===== src/rtl/pcm_mix_n_if.sv =====
// Bus bundle for the N-channel PCM mixer: strobe/sample/gain inputs and mixed-sample outputs.
// clip_count exists only when PCM_MIX_CLIP_CNT_EN is defined.
interface pcm_mix_n_if #(
  parameter int unsigned CHANNELS = 4,
  parameter int unsigned PCM_W    = 16,
  parameter int unsigned GAIN_W   = 8
);
  localparam int unsigned SelW = (CHANNELS > 1) ? $clog2(CHANNELS) : 1;

  logic                         sample_strobe;
  logic [CHANNELS*PCM_W-1:0]    pcm_in;
  logic                         gain_we;
  logic [SelW-1:0]              gain_sel;
  logic [GAIN_W-1:0]            gain_data;
  logic                         overrun_clr;
  logic signed [PCM_W-1:0]      pcm_out;
  logic                         pcm_valid;
  logic                         clip;
  logic                         busy;
  logic                         overrun;
`ifdef PCM_MIX_CLIP_CNT_EN
  logic [15:0]                  clip_count;
`else
  // No clip counter in this build.
`endif

  modport master (
    output sample_strobe, pcm_in, gain_we, gain_sel, gain_data, overrun_clr,
    input  pcm_out, pcm_valid, clip, busy, overrun
`ifdef PCM_MIX_CLIP_CNT_EN
    , input clip_count
`endif
  );

  modport slave (
    input  sample_strobe, pcm_in, gain_we, gain_sel, gain_data, overrun_clr,
    output pcm_out, pcm_valid, clip, busy, overrun
`ifdef PCM_MIX_CLIP_CNT_EN
    , output clip_count
`endif
  );
endinterface


===== src/rtl/pcm_mix_n.sv =====
// N-channel PCM mixer: snapshot on strobe, one multiply-accumulate per clock, saturate, emit.
// Optional saturating clip counter enabled by defining PCM_MIX_CLIP_CNT_EN.
module pcm_mix_n #(
  parameter int unsigned CHANNELS = 4,
  parameter int unsigned PCM_W    = 16,
  parameter int unsigned GAIN_W   = 8
) (
  input  logic        clk,
  input  logic        reset_n,
  pcm_mix_n_if.slave  bus_io
);
  localparam int unsigned SelW  = (CHANNELS > 1) ? $clog2(CHANNELS) : 1;
  localparam int unsigned ProdW = PCM_W + GAIN_W + 1;
  localparam int unsigned AccW  = PCM_W + GAIN_W + $clog2(CHANNELS) + 1;
  localparam int unsigned Shift = GAIN_W - 2;

  localparam logic [GAIN_W-1:0]      Unity = GAIN_W'(1) << Shift;
  localparam logic signed [AccW-1:0] MaxV  = {{(AccW-PCM_W+1){1'b0}}, {(PCM_W-1){1'b1}}};
  localparam logic signed [AccW-1:0] MinV  = {{(AccW-PCM_W+1){1'b1}}, {(PCM_W-1){1'b0}}};

  typedef enum logic [0:0] {StIdle, StAcc} state_e;

  state_e                   state_q;
  logic [GAIN_W-1:0]        gain_q      [CHANNELS];
  logic signed [PCM_W-1:0]  snap_pcm_q  [CHANNELS];
  logic [GAIN_W-1:0]        snap_gain_q [CHANNELS];
  logic signed [AccW-1:0]   acc_q;
  logic [SelW-1:0]          idx_q;
  logic signed [PCM_W-1:0]  pcm_out_q;
  logic                     valid_q;
  logic                     clip_q;
  logic                     overrun_q;

  logic signed [ProdW-1:0]  pcm_ext;
  logic signed [ProdW-1:0]  gain_ext;
  logic signed [ProdW-1:0]  prod;
  logic signed [AccW-1:0]   sum;
  logic signed [AccW-1:0]   shifted;
  logic signed [PCM_W-1:0]  sat;
  logic                     sat_hit;
  logic                     last;
  logic                     finish;

  // Signed sample times zero-extended gain, then scale back out of Q2.(GAIN_W-2).
  always_comb begin
    pcm_ext  = ProdW'(snap_pcm_q[idx_q]);
    gain_ext = ProdW'({1'b0, snap_gain_q[idx_q]});
    prod     = pcm_ext * gain_ext;
    sum      = acc_q + AccW'(prod);
    shifted  = sum >>> Shift;
    sat_hit  = 1'b0;
    if (shifted > MaxV) begin
      sat     = {1'b0, {(PCM_W-1){1'b1}}};
      sat_hit = 1'b1;
    end else if (shifted < MinV) begin
      sat     = {1'b1, {(PCM_W-1){1'b0}}};
      sat_hit = 1'b1;
    end else begin
      sat = shifted[PCM_W-1:0];
    end
  end

  assign last   = (idx_q == SelW'(CHANNELS - 1));
  assign finish = (state_q == StAcc) && last;

  // Live gain registers; writes land any time and only affect the next snapshot.
  always_ff @(posedge clk or negedge reset_n) begin
    if (!reset_n) begin
      for (int k = 0; k < int'(CHANNELS); k++) gain_q[k] <= Unity;
    end else if (bus_io.gain_we && (int'(bus_io.gain_sel) < int'(CHANNELS))) begin
      gain_q[bus_io.gain_sel] <= bus_io.gain_data;
    end
  end

  // A set in the same cycle as a clear wins.
  always_ff @(posedge clk or negedge reset_n) begin
    if (!reset_n) begin
      overrun_q <= 1'b0;
    end else if (bus_io.sample_strobe && (state_q == StAcc)) begin
      overrun_q <= 1'b1;
    end else if (bus_io.overrun_clr) begin
      overrun_q <= 1'b0;
    end
  end

  always_ff @(posedge clk or negedge reset_n) begin
    if (!reset_n) begin
      state_q   <= StIdle;
      acc_q     <= '0;
      idx_q     <= '0;
      pcm_out_q <= '0;
      valid_q   <= 1'b0;
      clip_q    <= 1'b0;
      for (int k = 0; k < int'(CHANNELS); k++) begin
        snap_pcm_q[k]  <= '0;
        snap_gain_q[k] <= '0;
      end
    end else begin
      valid_q <= 1'b0;
      clip_q  <= 1'b0;
      unique case (state_q)
        StIdle: begin
          if (bus_io.sample_strobe) begin
            for (int k = 0; k < int'(CHANNELS); k++) begin
              snap_pcm_q[k]  <= bus_io.pcm_in[k*PCM_W +: PCM_W];
              snap_gain_q[k] <= gain_q[k];
            end
            acc_q   <= '0;
            idx_q   <= '0;
            state_q <= StAcc;
          end
        end
        StAcc: begin
          acc_q <= sum;
          if (last) begin
            pcm_out_q <= sat;
            valid_q   <= 1'b1;
            clip_q    <= sat_hit;
            idx_q     <= '0;
            state_q   <= StIdle;
          end else begin
            idx_q <= idx_q + 1'b1;
          end
        end
        default: state_q <= StIdle;
      endcase
    end
  end

  assign bus_io.pcm_out   = pcm_out_q;
  assign bus_io.pcm_valid = valid_q;
  assign bus_io.clip      = clip_q;
  assign bus_io.busy      = (state_q == StAcc);
  assign bus_io.overrun   = overrun_q;

`ifdef PCM_MIX_CLIP_CNT_EN
  logic [15:0] clip_cnt_q;

  // Clear takes priority over a simultaneous clipped result.
  always_ff @(posedge clk or negedge reset_n) begin
    if (!reset_n) begin
      clip_cnt_q <= '0;
    end else if (bus_io.overrun_clr) begin
      clip_cnt_q <= '0;
    end else if (finish && sat_hit && (clip_cnt_q != 16'hffff)) begin
      clip_cnt_q <= clip_cnt_q + 16'd1;
    end
  end

  assign bus_io.clip_count = clip_cnt_q;
`else
  logic unused_finish;
  assign unused_finish = finish;
`endif
endmodule


===== src/flat_wrapper.sv =====
// flat-port wrapper written by rule: the top's interface ports become plain ports
module pcm_mix_n_flat 
#(
  parameter int unsigned CHANNELS = 4,
  parameter int unsigned PCM_W    = 16,
  parameter int unsigned GAIN_W   = 8
)
  (clk, reset_n, bus_io_sample_strobe, bus_io_pcm_in, bus_io_gain_we, bus_io_gain_sel, bus_io_gain_data, bus_io_overrun_clr, bus_io_pcm_out, bus_io_pcm_valid, bus_io_clip, bus_io_busy, bus_io_overrun);
  pcm_mix_n_if #(.CHANNELS(CHANNELS), .PCM_W(PCM_W), .GAIN_W(GAIN_W)) bus_io_i ();
  input  logic clk;
  input  logic reset_n;
  input wire logic [$bits(bus_io_i.sample_strobe)-1:0] bus_io_sample_strobe;
  input wire logic [$bits(bus_io_i.pcm_in)-1:0] bus_io_pcm_in;
  input wire logic [$bits(bus_io_i.gain_we)-1:0] bus_io_gain_we;
  input wire logic [$bits(bus_io_i.gain_sel)-1:0] bus_io_gain_sel;
  input wire logic [$bits(bus_io_i.gain_data)-1:0] bus_io_gain_data;
  input wire logic [$bits(bus_io_i.overrun_clr)-1:0] bus_io_overrun_clr;
  output wire logic [$bits(bus_io_i.pcm_out)-1:0] bus_io_pcm_out;
  output wire logic [$bits(bus_io_i.pcm_valid)-1:0] bus_io_pcm_valid;
  output wire logic [$bits(bus_io_i.clip)-1:0] bus_io_clip;
  output wire logic [$bits(bus_io_i.busy)-1:0] bus_io_busy;
  output wire logic [$bits(bus_io_i.overrun)-1:0] bus_io_overrun;
  assign bus_io_i.sample_strobe = bus_io_sample_strobe;
  assign bus_io_i.pcm_in = bus_io_pcm_in;
  assign bus_io_i.gain_we = bus_io_gain_we;
  assign bus_io_i.gain_sel = bus_io_gain_sel;
  assign bus_io_i.gain_data = bus_io_gain_data;
  assign bus_io_i.overrun_clr = bus_io_overrun_clr;
  assign bus_io_pcm_out = bus_io_i.pcm_out;
  assign bus_io_pcm_valid = bus_io_i.pcm_valid;
  assign bus_io_clip = bus_io_i.clip;
  assign bus_io_busy = bus_io_i.busy;
  assign bus_io_overrun = bus_io_i.overrun;
  pcm_mix_n #(.CHANNELS(CHANNELS), .PCM_W(PCM_W), .GAIN_W(GAIN_W)) u_core (.clk(clk), .reset_n(reset_n), .bus_io(bus_io_i));
endmodule

===== config.mk =====
export PLATFORM = sky130hd
export DESIGN_NAME = pcm_mix_n_flat
export DESIGN_NICKNAME = d
export VERILOG_FILES = /design/src/rtl/pcm_mix_n_if.sv /design/src/rtl/pcm_mix_n.sv /design/src/flat_wrapper.sv
export SDC_FILE = /design/constraint.sdc
export NUM_CORES = 1
export LEC_CHECK = 0
export BUFFER_PORTS_ARGS = -buffer_cell sky130_fd_sc_hd__buf_2
export CORE_ASPECT_RATIO = 0.75
export CORE_UTILIZATION = 40
export CTS_CLUSTER_DIAMETER = 200
export DETAILED_ROUTE_END_ITERATION = 8
export PLACE_DENSITY = 0.55
export SYNTH_ARGS = -nofsm -noshare
export SYNTH_HDL_FRONTEND = slang
export SYNTH_SLANG_ARGS = --single-unit

===== constraint.sdc =====
create_clock -name clk -period 14.2 [get_ports clk]
set_clock_uncertainty 0.15 [all_clocks]
set_input_delay 0.71 -clock clk [delete_from_list [all_inputs] [get_ports clk]]
set_output_delay 0.71 -clock clk [all_outputs]
set_load 0.02 [all_outputs]

Word-level counts from Yosys, hierarchy flattened
Cells that the tools add are included.
{"block": "word_totals", "regBits": 177, "inputBits": 79, "out_inout_bits": 20, "word_cells": 64}
{"block": "classes", "n_addsub": 2, "multipliers": 1, "magnitude_cmp": 5, "n_eq_ne": 2, "mux": 27, "bitwise_logic": 3, "reduce_logical": 5}
{"operator": "2-to-1 mux 16 bit", "n": 4}
{"operator": "case mux 27 bit (2 select lines)", "n": 1}
{"operator": "binary-select mux 16 bit (select 2 bit)", "n": 1}
{"operator": "bitwise mux 32 bit", "n": 1}
{"operator": "adder 27 x 25 -> 27 bit", "n": 1}
{"operator": "2-to-1 mux 27 bit", "n": 1}
{"operator": "multiplier 16 x 9 -> 25 bit", "n": 1}
{"operator": "2-to-1 mux 8 bit", "n": 3}
{"operator": "greater-than comparator 21 x 16 -> 1 bit, second input constant", "n": 1}
{"operator": "less-than comparator 21 x 16 -> 1 bit, second input constant", "n": 1}
{"operator": "binary-select mux 8 bit (select 2 bit)", "n": 1}
{"operator": "demux 8 bit (select 2 bit)", "n": 1}
{"operator": "2-to-1 mux 1 bit", "n": 10}
{"operator": ">= comparator 3 bit, second input constant", "n": 2}
{"operator": "NOT 2 -> 3 bit", "n": 2}
{"operator": "2-to-1 mux 2 bit", "n": 2}
{"operator": "case mux 2 bit (2 select lines)", "n": 1}
{"operator": "AND reduction 2 bit", "n": 2}
{"operator": "less-than comparator 3 x 1 -> 1 bit, second input constant", "n": 1}
{"operator": "adder 2 x 1 -> 2 bit, second input constant", "n": 1}
{"operator": "equality test 2 bit, second input constant", "n": 1}
{"operator": "logical AND 1 bit", "n": 2}
{"operator": "!= test 2 bit, second input constant", "n": 1}
{"operator": "case mux 1 bit (2 select lines)", "n": 1}
{"operator": "2 further kinds", "n": 2}

Longest topological paths before layout
{"block": "depth", "ltp_word": 11, "mapped_depth": 27, "depth_no_buf": 23}

Least setup slack after synthesis
OpenSTA, ideal clock, no wires.
{"block": "synth_timing", "kind": "register to register", "from": "register u_core.idx_q[0]", "to": "register u_core.pcm_out_q[4] (netlist: u_core.bus_io.pcm_out[4])", "setup_time_ns": 0.094, "arrival_ns": 6.909, "required_time_ns": 13.956, "slack_ns": 7.047, "path_stages_with_launch": 25, "n_path_buf": 3, "path_cell_list": "dfrtp_1 clkbuf_1 clkbuf_1 mux4_2 and2_1 fa_1 fa_1 inv_1 fa_1 inv_1 fa_1 inv_1 fa_1 inv_1 ha_1 o21a_1 o21bai_1 a211oi_2 nor3_1 or4_1 nand3_1 nor4_4 buf_6 nand3_1 a221oi_2"}
{"block": "synth_between", "elab_chain_len": 9, "word_cells_on_any_way": 15}
{"item": "start: declaration", "line_no": "pcm_mix_n.sv:28", "source": "logic [SelW-1:0] idx_q;"}
{"item": "start signal: assignment", "line_no": "pcm_mix_n.sv:122", "source": "idx_q <= idx_q + 1'b1;"}
{"item": "NOT 2 -> 3 bit (not written as such)", "line_no": "pcm_mix_n.sv:46, pcm_mix_n.sv:47"}
{"item": "binary-select mux 16 bit (select 2 bit) or binary-select mux 8 bit (select 2 bit) (tied branches)", "line_no": "pcm_mix_n.sv:46, pcm_mix_n.sv:47"}
{"item": "2-to-1 mux 16 bit (not written as such) or 2-to-1 mux 8 bit (tied branches) (2 in a row)", "line_no": "pcm_mix_n.sv:46, pcm_mix_n.sv:47"}
{"item": "multiplier 16 x 9 -> 25 bit", "line_no": "pcm_mix_n.sv:48", "source": "prod = pcm_ext * gain_ext;"}
{"item": "adder 27 x 25 -> 27 bit", "line_no": "pcm_mix_n.sv:49", "source": "sum = acc_q + AccW'(prod);"}
{"item": "less-than comparator 21 x 16 -> 1 bit", "line_no": "pcm_mix_n.sv:55", "source": "end else if (shifted < MinV) begin"}
{"item": "2-to-1 mux 16 bit", "line_no": "pcm_mix_n.sv:55"}
{"item": "2-to-1 mux 16 bit", "line_no": "pcm_mix_n.sv:52", "source": "if (shifted > MaxV) begin"}
{"item": "end signal: assignment", "line_no": "pcm_mix_n.sv:116", "source": "pcm_out_q <= sat;"}
{"item": "end: declaration", "line_no": "pcm_mix_n.sv:29", "source": "logic signed [PCM_W-1:0] pcm_out_q;"}
Parallel ways exist; a longest one is shown, timed or not. The select of a mux whose other input is x is not followed.
A chain may end at the register's enable or synchronous reset.

Worst setup path in the final report
{"block": "layout_timing", "from": "register u_core.idx_q[0]", "to": "register u_core.pcm_out_q[14] (netlist: u_core.bus_io.pcm_out[14])"}
The elaborated chain is that of the path after synthesis.

==> impl_results.md <==
- Run status: finished, final reports clean
- Async S/R FF share, synth: 100%
- Clock root cell: clkbuf_16
- DIE HEIGHT: 159 microns
- First-pass GRT wire length: 51,900 microns
- Total track usage: approximately 20%
- Setup bufs post-CTS: 0
- Fraction of layout cells with a size suffix above 1: 25.0%
- Setup Crit Path Kind: register to register
- Worst Path Max Fanout: 27
- HPWL Detailed: 22,700 microns
- Slew HR: 20.0%
- Gr busiest metal: met2
- Crit path time final: 8.06 ns
- Crit path cell chain: mux4_2 > nand2_1 > fa_1 > inv_1 > fa_1 > fa_1 > fa_1 > inv_1 > fa_1 > inv_1 > ha_1 > a21oi_1 > nor2b_1 > nor2_1 > nor2_1 > a211oi_1 > o211ai_2 > nand2b_1 > nor3_4 > a221oi_1
- Grt met3 use: 3.78%
- Initial drt markers: 440
- EDFF count, synth: 0
- Syn nets: about 1,400
- H-Tree Depth: 4
- Gate Count Post-Synth: roughly 1,200
- Port bufs: between 90 and 100
- Post-synth top area share: between 30% and 40%
- Post-CTS sizing: 0
- DP Cell Count: around 1,700
- Global-route track usage on met1: 30.0%
- Routed WL: 30,300 microns
- Worst skew pair latency: 0.44 ns
- R2R cell count: 20
- Worst setup EP type: register
- RSZ-0062 raised after global routing: false
- Ys Warns: 0
- Avg WL per Cell: 17.8 microns
- Die area: 33,500 sq um
- Levels on crit path: 20
- Top cells by area in the synthesized netlist: dfrtp_1, fa_1, mux2_2, ha_1, inv_1
- Most common cell in the netlist: inv_1
- Seq cells post-synth: 177
- Highest Clock Rate: about 0.12 GHz
- CP top delay family: adder cells
- WP data arrival: 8.20 ns
- Area added between synthesis and finish: 11.3%
- Core Region: about 32,000 sq um
- Final period utilization: a little under three fifths
- Starting density of the core: 41.3%
- CTS buffer count: 17
- Crit path largest cell delay: 0.98 ns
- Met2 Usage GRT: between 30% and 40%
- Chip width: 211 microns
- Number of global-route vias before repair: between 9,000 and 10,000
- Max Buffers Root-to-Sink: 2
- First-pass DRT Iterations: 5
- Max Cap Violations: 0
- CP bufs+invs: 3
- Count of non-filler cells in the finished layout: roughly 1,700
- DRC: 0
- Vias per cell: 5.10
- Hold buffers post-CTS: 0
- Worst Max-Slew Pin Slew: ~1.2 ns
- Clock transition at path regs: 0.08 ns
- Vias post-DR: 8,693
- Antenna Nets Post-Route: 0
- Final TNS setup: 0 ns
- Synth Cell Area: 13,100 sq um
- Setup violators final: 0
- Pins over their slew limit: 0
- Crit start category: register
- Num rows: 56
- Final hold violations: 0
- CTS tree: yes
- Yosys top cell by area: dfrtp_1
- Clk sinks: between 150 and 200
- Syn_area_per_cell: 11.2 sq um
- Fin nets: 1,522
- Ys flop type: dfrtp_1
- Pin count of the biggest net entering global routing: between 70 and 80
- CP Data Required Time: 14.33 ns
- HP Class: primary input to asynchronous set/reset pin
- Slowest CP cell: dfrtp_2
- Most frequent cells after synthesis: inv_1, dfrtp_1, mux2_2
- GPL Wtd Cong: just over 0.9
- Initial antenna violation count: 1
- Seq/Total Area, Yosys: 33.8%
- Count of cell types in the netlist: 59
- Gr ovfl total: 0
- Top Ports: 99
- Most used cell, CP: fa_1
[cells by family after synthesis]
| family | synth area share (%) |
|---|---|
| and+or+nand+nor | 10.7 |
| buffers and inverters | 6.64 |
| adders and majority gates | 25.1 |
| DFF | 33.8 |
| muxes | 15.1 |
| AOI/OAI and AO/OA | 7.24 |
| xor gates and xnor gates | 1.34 |
[through the flow]
stage	instance area [sq um]	hold WS, ns	worst slack, ns	utilization [%]
floorplan	13100	0.264	7.05	-
global placement	14000	0.317	6.12	44.2
detailed placement	14000	0.322	6.09	44.2
CTS	14600	0.0725	6.06	46.0
global route	14600	0.0972	5.52	46.0
finish	14600	0.0792	6.14	46.0
[area by class of cell]
| class | instances | area, sq um |
|---|---|---|
| repair buffers | 105 | 549 |
| multi-input cells | 770 | 7810 |
| flip-flops and latches | 177 | 4440 |
| clock buffers | 20 | 457 |
| diodes | 1 | 2.50 |
| fillers | 3004 | 17100 |
| well taps | 435 | 544 |
| clock inverters | 12 | 100 |
| inverters | 185 | 694 |
[placed cells by master, fill, tap and decap left out, drive strengths merged, types with 5 or more instances in the layout]
cell type  instances
nand3             25
fa               127
o31ai             16
nand3b             5
nand2            110
buf              105
dfrtp            173
mux4              24
o21a               5
clkbuf            20
mux2             128
xnor2             12
ha                60
xor2               8
a221oi            15
o22ai              5
a21oi             26
a21o               9
o211ai             8
and2              74
o21ai             21
nor2              46
nand2b             8
clkinv             6
inv              190
nor2b              5
[routing by layer]
layer | up-vias | share of wire, %
met4 | 0 | 0.64
met2 | 151 | 45
met1 | 4499 | 50
met3 | 12 | 3.7
li1 | 4031 | -
met5 | - | 0
[registers in the layout, summed over array words and instances, names as in the netlist]
name and cells:
u_core.bus_io.clip 1, u_core.gain_q 32, u_core.idx_q 2, u_core.acc_q 27, u_core.snap_pcm_q 64, u_core.bus_io.busy 1
u_core.bus_io.overrun 1, u_core.bus_io.pcm_out 16, u_core.bus_io.pcm_valid 1, u_core.snap_gain_q 32
[path summary, 6_finish.rpt]
| path | from | slack [ns] | to |
|---|---|---|---|
| worst min-delay path | reset_n | 0.08 | u_core.gain_q[29]$_DFFE_PN0P_ |
| worst max-delay path | u_core.idx_q[0]$_DFFE_PN0P_ | 6.14 | u_core.bus_io.pcm_out[14]$_DFFE_PN0P_ |
| max in group asynchronous | reset_n | 11.79 | u_core.gain_q[9]$_DFFE_PN0P_ |
| min in group clk | bus_io_overrun_clr | 0.31 | u_core.bus_io.overrun$_DFFE_PN0P_ |
| worst max register to register | u_core.idx_q[0]$_DFFE_PN0P_ | 6.14 | u_core.bus_io.pcm_out[14]$_DFFE_PN0P_ |
| worst min register to register | u_core.bus_io.pcm_out[15]$_DFFE_PN0P_ | 0.33 | u_core.bus_io.pcm_out[15]$_DFFE_PN0P_ |
Power is not shown: default switching activity piles up to over one toggle a cycle in this logic, so the estimate is an artifact.
